File: config.mk
export PLATFORM = sky130hd
export DESIGN_NAME = wall_spawn_scheduler
export DESIGN_NICKNAME = d
export VERILOG_FILES = /design/src/rtl/wall_spawn_scheduler.sv
export SDC_FILE = /design/constraint.sdc
export NUM_CORES = 1
export LEC_CHECK = 0
export ABC_AREA = 1
export CAP_MARGIN = 30
export CORE_MARGIN = 2
export CORE_UTILIZATION = 58
export DETAILED_ROUTE_END_ITERATION = 12
export PLACE_DENSITY_LB_ADDON = 0.3
export REMOVE_ABC_BUFFERS = 1
export SLEW_MARGIN = 20
export SYNTH_ARGS = -nofsm -noshare
export SYNTH_HDL_FRONTEND = slang
export SYNTH_SLANG_ARGS = --single-unit
File: constraint.sdc
create_clock -name clk -period 5.4 [get_ports clk]
set_input_delay 1.08 -clock clk [delete_from_list [all_inputs] [get_ports clk]]
set_output_delay 1.08 -clock clk [all_outputs]
set_load 0.01 [all_outputs]
File: src/rtl/wall_spawn_scheduler.sv
// ============================================================================
// wall_spawn_scheduler
//
// Prefetches random wall heights into a small FIFO and releases one wall to
// the game logic every SPAWN_INTERVAL video frames.
//
// Parameters
//   SPAWN_INTERVAL  frame_tick pulses between wall spawns (2..255)
//   MIN_HEIGHT      lowest height emitted; raw values below are raised to it
//   MAX_HEIGHT      highest height emitted; raw values above are cut to it
//   FIFO_DEPTH      prefetched heights held (power of two, 2..8)
//
// Ports
//   clk            in   system clock, all state changes on its rising edge
//   resetn         in   asynchronous, active-low reset
//   enable         in   game running; gates prefetch and the spawn timer
//   frame_tick     in   one-cycle pulse per video frame
//   rnd_req        out  request to the random source (high exactly in FETCH)
//   rnd_valid      in   one-cycle pulse, rnd_data valid (ignored unless FETCH)
//   rnd_data[7:0]  in   raw random value
//   wall_valid     out  a wall height is offered
//   wall_ready     in   game logic accepts the offered wall
//   wall_height    out  height of the offered wall
//   fifo_count     out  number of prefetched heights held
//   spawn_overrun  out  sticky: an interval expired while a spawn was pending
//   fsm_state      out  prefetch FSM state (0 IDLE, 1 FETCH, 2 WRITE)
//
// Handshake (wall side): wall_valid/wall_height are set together and held
// unchanged until a rising edge sees wall_valid & wall_ready; wall_valid
// drops right after that edge. A new wall is only loaded while wall_valid
// is low, so an offer is never replaced or withdrawn except by reset.
// The random side is request/pulse: rnd_req stays high until one rnd_valid
// pulse is seen; pulses at any other time carry no meaning.
// ============================================================================
module wall_spawn_scheduler #(
    parameter int SPAWN_INTERVAL = 60,
    parameter int MIN_HEIGHT     = 16,
    parameter int MAX_HEIGHT     = 96,
    parameter int FIFO_DEPTH     = 4
) (
    input  logic       clk,
    input  logic       resetn,
    input  logic       enable,
    input  logic       frame_tick,
    output logic       rnd_req,
    input  logic       rnd_valid,
    input  logic [7:0] rnd_data,
    output logic       wall_valid,
    input  logic       wall_ready,
    output logic [7:0] wall_height,
    output logic [3:0] fifo_count,
    output logic       spawn_overrun,
    output logic [1:0] fsm_state
);

    localparam int PTR_W = (FIFO_DEPTH > 1) ? $clog2(FIFO_DEPTH) : 1;

    localparam logic [1:0] ST_IDLE  = 2'd0;
    localparam logic [1:0] ST_FETCH = 2'd1;
    localparam logic [1:0] ST_WRITE = 2'd2;

    localparam logic [3:0] DEPTH_C    = 4'(FIFO_DEPTH);
    localparam logic [7:0] MIN_C      = 8'(MIN_HEIGHT);
    localparam logic [7:0] MAX_C      = 8'(MAX_HEIGHT);
    localparam logic [7:0] LAST_FRAME = 8'(SPAWN_INTERVAL - 1);

    // ------------------------------------------------------------------
    // State
    // ------------------------------------------------------------------
    logic [1:0]       state;
    logic [1:0]       state_next;
    logic [7:0]       cap_val;
    logic [7:0]       mem [FIFO_DEPTH];
    logic [PTR_W-1:0] wr_ptr;
    logic [PTR_W-1:0] rd_ptr;
    logic [3:0]       count;
    logic [3:0]       count_next;
    logic [7:0]       frame_cnt;
    logic             spawn_due;

    logic             push;
    logic             pop;
    logic             fire;

    function automatic logic [7:0] clamp_height(input logic [7:0] v);
        logic [7:0] r;
        r = v;
        if (v < MIN_C) begin
            r = MIN_C;
        end else if (v > MAX_C) begin
            r = MAX_C;
        end
        return r;
    endfunction

    // ------------------------------------------------------------------
    // Control decode
    // ------------------------------------------------------------------
    // WRITE always pushes: FETCH is only entered with room in the FIFO and
    // nothing but the FSM fills it, so the slot is still free here.
    assign push = (state == ST_WRITE);

    // A pending spawn takes the FIFO head only when no offer is outstanding,
    // which keeps the offered wall stable until its handshake.
    assign pop  = spawn_due && (count != 4'd0) && !wall_valid;

    assign fire = enable && frame_tick && (frame_cnt == LAST_FRAME);

    always_comb begin
        count_next = count;
        case ({push, pop})
            2'b10:   count_next = count + 4'd1;
            2'b01:   count_next = count - 4'd1;
            default: count_next = count;
        endcase
    end

    // ------------------------------------------------------------------
    // Prefetch FSM
    // ------------------------------------------------------------------
    always_comb begin
        state_next = state;
        case (state)
            ST_IDLE: begin
                if (enable && (count < DEPTH_C)) begin
                    state_next = ST_FETCH;
                end
            end
            ST_FETCH: begin
                // Once asked, the source is always waited for, even if the
                // game stops meanwhile; the answer is still kept.
                if (rnd_valid) begin
                    state_next = ST_WRITE;
                end
            end
            ST_WRITE: begin
                // Decide on the occupancy after this push (and any
                // simultaneous pop) so the FIFO is never over-requested.
                if (enable && (count_next < DEPTH_C)) begin
                    state_next = ST_FETCH;
                end else begin
                    state_next = ST_IDLE;
                end
            end
            default: state_next = ST_IDLE;
        endcase
    end

    always_ff @(posedge clk or negedge resetn) begin
        if (!resetn) begin
            state   <= ST_IDLE;
            cap_val <= 8'd0;
        end else begin
            state <= state_next;
            if ((state == ST_FETCH) && rnd_valid) begin
                cap_val <= clamp_height(rnd_data);
            end
        end
    end

    assign rnd_req   = (state == ST_FETCH);
    assign fsm_state = state;

    // ------------------------------------------------------------------
    // Height FIFO
    // ------------------------------------------------------------------
    // Storage needs no reset: an entry is only read after it was written.
    always_ff @(posedge clk) begin
        if (push) begin
            mem[wr_ptr] <= cap_val;
        end
    end

    // Pointers wrap naturally because FIFO_DEPTH is a power of two.
    always_ff @(posedge clk or negedge resetn) begin
        if (!resetn) begin
            wr_ptr <= '0;
            rd_ptr <= '0;
            count  <= 4'd0;
        end else begin
            if (push) begin
                wr_ptr <= wr_ptr + PTR_W'(1);
            end
            if (pop) begin
                rd_ptr <= rd_ptr + PTR_W'(1);
            end
            count <= count_next;
        end
    end

    assign fifo_count = count;

    // ------------------------------------------------------------------
    // Spawn timer
    // ------------------------------------------------------------------
    always_ff @(posedge clk or negedge resetn) begin
        if (!resetn) begin
            frame_cnt     <= 8'd0;
            spawn_due     <= 1'b0;
            spawn_overrun <= 1'b0;
        end else begin
            if (enable && frame_tick) begin
                if (fire) begin
                    frame_cnt <= 8'd0;
                end else begin
                    frame_cnt <= frame_cnt + 8'd1;
                end
            end

            // A new expiry wins over a same-cycle pop so the new spawn is
            // not lost; only one spawn is ever pending.
            if (fire) begin
                spawn_due <= 1'b1;
            end else if (pop) begin
                spawn_due <= 1'b0;
            end

            // Overrun only when the earlier spawn is really still waiting,
            // i.e. it is not being serviced on this very edge.
            if (fire && spawn_due && !pop) begin
                spawn_overrun <= 1'b1;
            end
        end
    end

    // ------------------------------------------------------------------
    // Wall offer register
    // ------------------------------------------------------------------
    always_ff @(posedge clk or negedge resetn) begin
        if (!resetn) begin
            wall_valid  <= 1'b0;
            wall_height <= 8'd0;
        end else begin
            if (pop) begin
                wall_valid  <= 1'b1;
                wall_height <= mem[rd_ptr];
            end else if (wall_valid && wall_ready) begin
                wall_valid <= 1'b0;
            end
        end
    end

endmodule

---- Word-level counts from Yosys, hierarchy flattened ----
Memories as Yosys holds them, arrays and structs flattened. A register that Yosys moved wholly into a read port is not among the register bits.
Index checks and enable logic that the tools add are counted.
storage, ports and cells
  input port bits ......................... 14
  logic and storage cells ................. 58
  flip-flop bits (word level) ............. 29
  RAM bits ................................ 32
  output and inout bits ................... 17
  memories kept ........................... 1
memories
  memory  words  bits a word  rd ports  clocked after Yosys merged registers in  write ports  line  source
  mem     4      8            1         1                                        1            73    logic [7:0] mem [FIFO_DEPTH];
operators by class
  order comparisons ....................... 4
  add/subtract/negate cells ............... 5
  muxes and demuxes ....................... 14
  reductions and logical operators ........ 18
  eq/ne operators ......................... 7
operators with widths
  kind                                                                  count
  8-bit two-way mux                                                     3
  1-bit logical AND                                                     10
  8-bit by 1-bit adder with 8-bit output, second input constant         1
  8-bit by 6-bit == test with 1-bit output, second input constant       1
  8-bit by 7-bit > comparator with 1-bit output, second input constant  1
  4-bit by 3-bit < comparator with 1-bit output, second input constant  2
  8-bit by 5-bit < comparator with 1-bit output, second input constant  1
  4-bit case mux with 2 select lines                                    1
  1-bit two-way mux                                                     7
  2-bit case mux with 3 select lines                                    1
  2-bit by 1-bit adder with 2-bit output, second input constant         2
  4-bit by 1-bit adder with 4-bit output, second input constant         1
  2-bit by 1-bit == test with 1-bit output, second input constant       2
  2-bit == test, second input constant                                  2
  2-bit two-way mux                                                     2
  2-bit nonzero test                                                    2
  4-bit nonzero test                                                    1
  4-bit by 1-bit subtractor with 4-bit output, second input constant    1
  1-bit logical NOT                                                     3
  2-bit logical NOT                                                     1
  2-bit by 1-bit != test with 1-bit output, second input constant       1
  2-bit != test, second input constant                                  1
  2-bit AND reduction                                                   1

---- Longest topological paths before layout ----
Gate-level depths: netlist of run 1.
  depth after elaboration ................. 9
  gate-level depth with buffers ........... 18
  depth with buffers taken out ............ 18

---- Least setup slack after synthesis of run 1 ----
Ideal clock, no wire load.
  kind .................................... register to register
  start ................................... register state[1] (netlist: fsm_state[1])
  end ..................................... register state[0] (netlist: fsm_state[0])
  stages on the path, launching flop included .. 18
  arrival time ............................ 1.925 ns
  path buffers ............................ 0
  setup slack ............................. 3.353 ns
  data required time ...................... 5.278 ns
  clock period less this slack ............ 2.047 ns
  setup time .............................. 0.122 ns
  cells stage by stage .................... dfrtp_1 -> inv_1 -> nor2_1 -> inv_1 -> ha_1 -> nand2_1 -> inv_1 -> nor2_1 -> ha_1 -> inv_1 -> nand2_1 -> inv_1 -> nand2_1 -> nand3_1 -> nand2_1 -> nor2_1 -> nand3_1 -> nand2_1
between the ends
  longest elaborated chain between the ends .. 7
ends and longest elaborated chain
  element                                                                           line  source
  start: declaration                                                                70    logic [1:0] state;
  start signal: assignment                                                          154   state <= state_next;
  2-bit == test (*)                                                                 101   assign push = (state == ST_WRITE);
  2-bit by 1-bit == test with 1-bit output / 2-bit == test (equally long branches)  111   case ({push, pop})
  4-bit case mux with 2 select lines (*)                                            111
  via count_next[2]                                                                 77    logic [3:0] count_next;
  4-bit by 3-bit < comparator with 1-bit output (*)                                 139   if (enable && (count_next < DEPTH_C)) begin
  1-bit logical AND (*)                                                             139
  1-bit two-way mux (*)                                                             139
  2-bit case mux with 3 select lines (*)                                            123   case (state)
Mark *: on every way through the listed nets, which the timed path passes. The rest lies on a longest branch.
A chain may end at the register's enable or synchronous reset.

---- Worst setup path in the final report of run 1 ----
  start ................................... register count[2] (netlist: fifo_count[2])
  end ..................................... register state[0] (netlist: fsm_state[0])
between the ends
  longest elaborated chain between the ends .. 9
ends and longest elaborated chain
  element                                                                           line  source
  start: declaration                                                                76    logic [3:0] count;
  start signal: assignment                                                          187   count <= count_next;
  4-bit nonzero test (*)                                                            105   assign pop = spawn_due && (count != 4'd0) && !wall_valid;
  1-bit logical AND (*) (2 in series)                                               105
  via pop                                                                           82    logic pop;
  2-bit by 1-bit == test with 1-bit output / 2-bit == test (equally long branches)  111
  4-bit case mux with 2 select lines (*)                                            111
  via count_next[2]                                                                 77
  4-bit by 3-bit < comparator with 1-bit output (*)                                 139
  1-bit logical AND (*)                                                             139
  1-bit two-way mux (*)                                                             139
  2-bit case mux with 3 select lines (*)                                            123
Marked as above.

==> results of run 1 <==
==> stage by stage <==
stage / area, sq um / power [mW] / setup WS (ns) / std cells
floorplan: 2980 / 1.20 / 3.20 / 286
global placement: 3360 / 1.41 / 2.91 / 386
detailed placement: 3360 / 1.43 / 2.83 / 386
CTS: 3530 / 1.79 / 2.76 / 402
global route: 3560 / 1.91 / 2.48 / 403
finish: 3560 / 1.78 / 2.78 / 403
==> logic make-up after synthesis <==
| logic type | synth area share, % |
|---|---|
| buf+inv | 5.09 |
| xor+xnor | 1.99 |
| simple gates | 20.3 |
| compound gates | 6.91 |
| flops | 62.4 |
| fa+ha+maj | 3.31 |
==> cell type report <==
class                           instances  area [sq um]
Inverter                               28           110
Timing Repair Buffer                   31           323
Fill cell                             387          1520
Clock inverter                          7          41.3
Clock buffer                            9           124
Multi-Input combinational cell        189           983
Sequential cell                        69          1890
Tap cell                               70          87.6
==> layer usage <==
| metal | part of all wire, % | global-route usage, % |
|---|---|---|
| met5 | 0 | 0 |
| met4 | 1.3 | 6.00 |
| met3 | 3.8 | 5.69 |
| met2 | 48 | 31.9 |
| met1 | 47 | 25.2 |
==> sequential cells by signal, indices dropped and copies added, names as in the netlist <==
signal	count
fifo_count	4
rd_ptr	2
wall_height	8
mem	32
frame_cnt	8
wr_ptr	2
wall_valid	1
spawn_due	1
spawn_overrun	1
fsm_state	2
cap_val	8
==> cells in the mapped netlist (all sizes together), types with 6 or more instances <==
master / number
nand2: 77
nor2: 47
dfrtp: 37
edfxtp: 32
inv: 28
o21ai: 16
nand3: 11
ha: 8
o32ai: 8
buf: 6
==> path summary, 6_finish.rpt <==
check	cells after the start	start	to
worst max-delay path	18	fifo_count[2]$_DFF_PN0_	fsm_state[0]$_DFFE_PN0P_
worst max register to register	18	fifo_count[2]$_DFF_PN0_	fsm_state[0]$_DFFE_PN0P_
worst min register to register	1	spawn_overrun$_DFFE_PN0P_	spawn_overrun$_DFFE_PN0P_
worst min-delay path	1	spawn_overrun$_DFFE_PN0P_	spawn_overrun$_DFFE_PN0P_
min in group asynchronous	1	resetn	wall_height[7]$_DFFE_PN0P_
max in group asynchronous	2	resetn	cap_val[7]$_DFFE_PN0P_
==> power breakdown <==
group | internal, mW | switching [mW]
combinational | 0.256 | 0.305
sequential | 0.715 | 0.149
clock | 0.164 | 0.192
total | 1.14 | 0.647
==> critical path, stage by stage, from the launching register on <==
cell and delay (ns):
dfrtp_1 0.45, nor2_1 0.19, nand2_1 0.09, nand3_1 0.36
inv_2 0.20, ha_1 0.30, nand2_1 0.08, inv_1 0.04
nor2_1 0.12, ha_1 0.16, inv_1 0.03, nand2_1 0.07
inv_1 0.04, nand2_1 0.05, nand3_1 0.06, nand2_1 0.09
nor2_1 0.05, nand3_1 0.07, nand2_1 0.05
==> impl_metrics.json, run 1 <==
{
  "run_status": "complete, no violations",
  "relSlewSlack_pct": 47.9,
  "grt-ovfl-total": 0,
  "synthTopCellsByArea": "edfxtp_1, dfrtp_1, nand2_1",
  "num_rows": 26,
  "port_buffers": 30,
  "arrival_ns": 2.84,
  "vias": 2051,
  "yosysSeqAreaShare_pct": 62.4,
  "peakVddDrop_uv": 311,
  "coreArea_sq_mm": 0.00507,
  "fin_util_pct": 70.1,
  "fp.dieArea_sq_mm": 0.00581,
  "final_hold_viol_count": 0,
  "yosys_warnings": 0,
  "synth-edff-count": 32,
  "initialDrtViolationCount": 61,
  "syn_area_sq_mm": 0.00302,
  "grt_pass1_vias": 1963,
  "setup_tns_ns": 0,
  "ios": 31,
  "p_per_area_mw_per_mm2": 501,
  "synth_cell_type_count": 35,
  "antenna_cells": 0,
  "clkSinkCount": 69,
  "syn_avg_cell_area_sq_um": 10.4,
  "synth_flop_cell": "dfrtp_1",
  "drive_gt1_share_pct": 10.5,
  "setup_viol": 0,
  "maxSlewViolCount": 0,
  "grt_antenna_before_repair": 0,
  "layout_commonest_cell": "nand2_1",
  "cts_setup_buffers": 0,
  "leakage_nw": 1.59,
  "dieWidth_microns": 76.2,
  "syn_to_final_growth_pct": 17.6,
  "postSynthCellCount": 292,
  "hp-class": "flop to flop",
  "ys_async_sr_fraction_pct": 53.6,
  "drt_pass1_iterations": 4,
  "holdBufCountCts": 0,
  "nNetsFinal": 350,
  "clk_latency_ns": 0.34,
  "detailed_place_hpwl_microns": 3470,
  "skew_ns": 0.00879,
  "ys_ff_latch": 69,
  "grt_pass1_wl_microns": 8780,
  "mostFrequentLayoutCells": "nand2_1, nor2_1, dfrtp_1",
  "place.gp.congestion": 0.849,
  "cp-end-kind": "flop",
  "drc_errors": 0,
  "synth_top_area_cell": "edfxtp_1",
  "drt_wl_total_microns": 5150,
  "crit_path_max_fanout": 12,
  "r2r_setup_slack_ns": 2.78,
  "clk_pin_slew_ns": 0.08,
  "cts-buffers-inserted": 9,
  "required_ns": 5.62,
  "grt_max_degree": 38,
  "cts_tree": "built",
  "fmax_mhz": 381,
  "clockRootBuffer": "clkbuf_8",
  "yosys.area.top_type_share_pct": 31.8,
  "holdWs_ns": 0.485,
  "ant_nets": 0,
  "path_class": "flop to flop",
  "htreeDepth": 3,
  "ctsResizeCount": 0,
  "post-route-min-period_ns": 2.62,
  "cp-start-kind": "flop",
  "tightest_slew_ns": 0.779,
  "cts_buffer_depth": 2,
  "die_h_microns": 76.2,
  "viasPerCell": 5.09,
  "track_usage_pct": 19.4,
  "wl_per_cell_microns": 12.8,
  "drv_cap": 0,
  "initial_core_util_pct": 59.6,
  "rsz0062_at_grt": "no",
  "period_share_pct": 48.6
}
No activity file was read; power rests on OpenSTA's default activity.
==> run 2: changes to the inputs <==
--- a/config.mk
+++ b/config.mk
@@ -8,7 +8,7 @@
 export ABC_AREA = 1
 export CAP_MARGIN = 30
 export CORE_MARGIN = 2
-export CORE_UTILIZATION = 58
+export CORE_UTILIZATION = 51
 export DETAILED_ROUTE_END_ITERATION = 12
 export PLACE_DENSITY_LB_ADDON = 0.3
 export REMOVE_ABC_BUFFERS = 1
==> constraint.sdc (replaced) <==
create_clock -name clk -period 2.19 [get_ports clk]
set_input_delay 0.438 -clock clk [delete_from_list [all_inputs] [get_ports clk]]
set_output_delay 0.438 -clock clk [all_outputs]
set_load 0.01 [all_outputs]
==> impl_metrics.json, run 2 (synthesis gave the netlist of run 1 again) <==
{
  "port_buffers": 30,
  "setup_viol": 0,
  "final_hold_viol_count": 0,
  "grt_pass1_vias": 2032,
  "skew_ns": 0.00602,
  "antenna_cells": 0,
  "ant_nets": 0,
  "track_usage_pct": 18.8,
  "fmax_mhz": 509,
  "cts_tree": "built",
  "drive_gt1_share_pct": 15.1,
  "clk_pin_slew_ns": 0.07,
  "final_cell_area_sq_mm": 0.00365,
  "initial_core_util_pct": 52.0,
  "rsz0062_at_grt": "no",
  "layout_commonest_cell": "nand2_1",
  "nNetsFinal": 362,
  "clockRootBuffer": "clkbuf_8",
  "initialDrtViolationCount": 110,
  "placed_cell_area_sq_mm": 0.00346,
  "cts_buffer_depth": 2,
  "cp-start-kind": "flop",
  "required_ns": 2.42,
  "drc_errors": 0,
  "clkSinkCount": 69,
  "cts-buffers-inserted": 9,
  "viasPerCell": 5.07,
  "ios": 31,
  "drt_pass1_iterations": 4,
  "grt_antenna_before_repair": 0,
  "post-route-min-period_ns": 1.96,
  "detailed_place_hpwl_microns": 3770,
  "maxSlewViolCount": 0,
  "dieWidth_microns": 81.0,
  "grt_max_degree": 27,
  "r2r_setup_slack_ns": 0.23,
  "power_mw": 4.49,
  "mostFrequentLayoutCells": "nand2_1, nor2_1, dfrtp_1",
  "holdBufCountCts": 0,
  "grt_pass1_wl_microns": 9070,
  "p_per_area_mw_per_mm2": 1230,
  "arrival_ns": 2.19,
  "run_status": "complete, no violations",
  "fp.dieArea_sq_mm": 0.00656,
  "place.gp.congestion": 0.820,
  "clk_latency_ns": 0.34,
  "coreArea_sq_mm": 0.00582,
  "crit_path_max_fanout": 5,
  "largest_reg_flops": 32,
  "peakVddDrop_uv": 621,
  "largest-register": "mem",
  "tightest_slew_ns": 0.639,
  "period_share_pct": 89.7,
  "hp-class": "input pin to asynchronous set/reset pin",
  "drt_wl_total_microns": 5400,
  "vias": 2129,
  "drv_cap": 0,
  "relSlewSlack_pct": 57.4,
  "path_class": "flop to flop",
  "leakage_nw": 1.64,
  "grt-ovfl-total": 0,
  "cp-end-kind": "flop",
  "num_rows": 28,
  "htreeDepth": 3,
  "die_h_microns": 81.0,
  "syn_to_final_growth_pct": 20.6,
  "wl_per_cell_microns": 12.8
}
==> run 2: cell count changes in the layout (fill, tap and decap cells not counted), sizes merged <==
cell | previous run | this run
buf | 2 | 14
clkinvlp | 1 | 2
inv | 29 | 28
==> run 2: final cells by class <==
type                            instances  area (sq um)
Sequential cell                        69          1890
Timing Repair Buffer                   43           393
Clock inverter                          7          42.5
Multi-Input combinational cell        189           996
Tap cell                               75          93.8
Clock buffer                            9           124
Fill cell                             506          2170
Inverter                               28           110
==> run 2: power breakdown <==
part | switching (mW) | internal [mW]
clock network | 0.467 | 0.401
logic | 0.817 | 0.712
registers | 0.326 | 1.76
total | 1.61 | 2.88
==> run 2: repair_timing <==
action / CTS / global route
endpoints found under the setup margin: 0 / 1
resized for setup: 0 / 6
buffers inserted: 0 / 1
==> run 2: worst max-delay path: stages (launching register included) <==
cell,delay (ns)
dfrtp_1,0.39
nor2_2,0.13
nand2_1,0.07
nand3_1,0.10
inv_2,0.05
ha_2,0.21
nand2_1,0.08
inv_1,0.06
nor2_2,0.09
ha_1,0.15
inv_1,0.04
nand2_1,0.07
inv_1,0.04
nand2_1,0.05
nand3_1,0.07
nand2_1,0.09
nor2_1,0.05
nand3_1,0.07
nand2_1,0.05
==> run 2: final timing paths <==
| kind | startpoint | end | cells past startpoint |
|---|---|---|---|
| max | fifo_count[1]$_DFFE_PN0N_ | fsm_state[0]$_DFFE_PN0P_ | 18 |
| min in group clk | wall_height[1]$_DFFE_PN0P_ | wall_height[1]$_DFFE_PN0P_ | 2 |
| min reg2reg | wall_height[1]$_DFFE_PN0P_ | wall_height[1]$_DFFE_PN0P_ | 2 |
| max in group asynchronous | resetn | cap_val[2]$_DFFE_PN0P_ | 2 |
| min | resetn | frame_cnt[6]$_DFFE_PN0P_ | 1 |
| max reg2reg | fifo_count[1]$_DFFE_PN0N_ | fsm_state[0]$_DFFE_PN0P_ | 18 |
==> run 2: per-stage QoR <==
step / util (%) / TNS (ns) / std cells / hold slack [ns] / setup WS, ns
finish: 62.7 / 0 / 420 / 0.103 / 0.226
global placement: 59.5 / 0 / 403 / 0.463 / 0.210
global route: 62.7 / 0 / 420 / 0.152 / 0.0146
detailed placement: 59.5 / 0 / 403 / 0.471 / 0.109
floorplan: - / -0.00845 / 286 / 0.142 / -0.00845
CTS: 62.3 / 0 / 419 / 0.111 / 0.0886
==> run 2: layer usage <==
| layer | wire length, microns | vias up | GRT usage (%) |
|---|---|---|---|
| li1 | - | 1056 | - |
| met5 | 0 | - | 0 |
| met3 | 245 | 8 | 5.33 |
| met4 | 66 | 0 | 8.64 |
| met1 | 2390 | 1016 | 23.4 |
| met2 | 2690 | 49 | 30.4 |
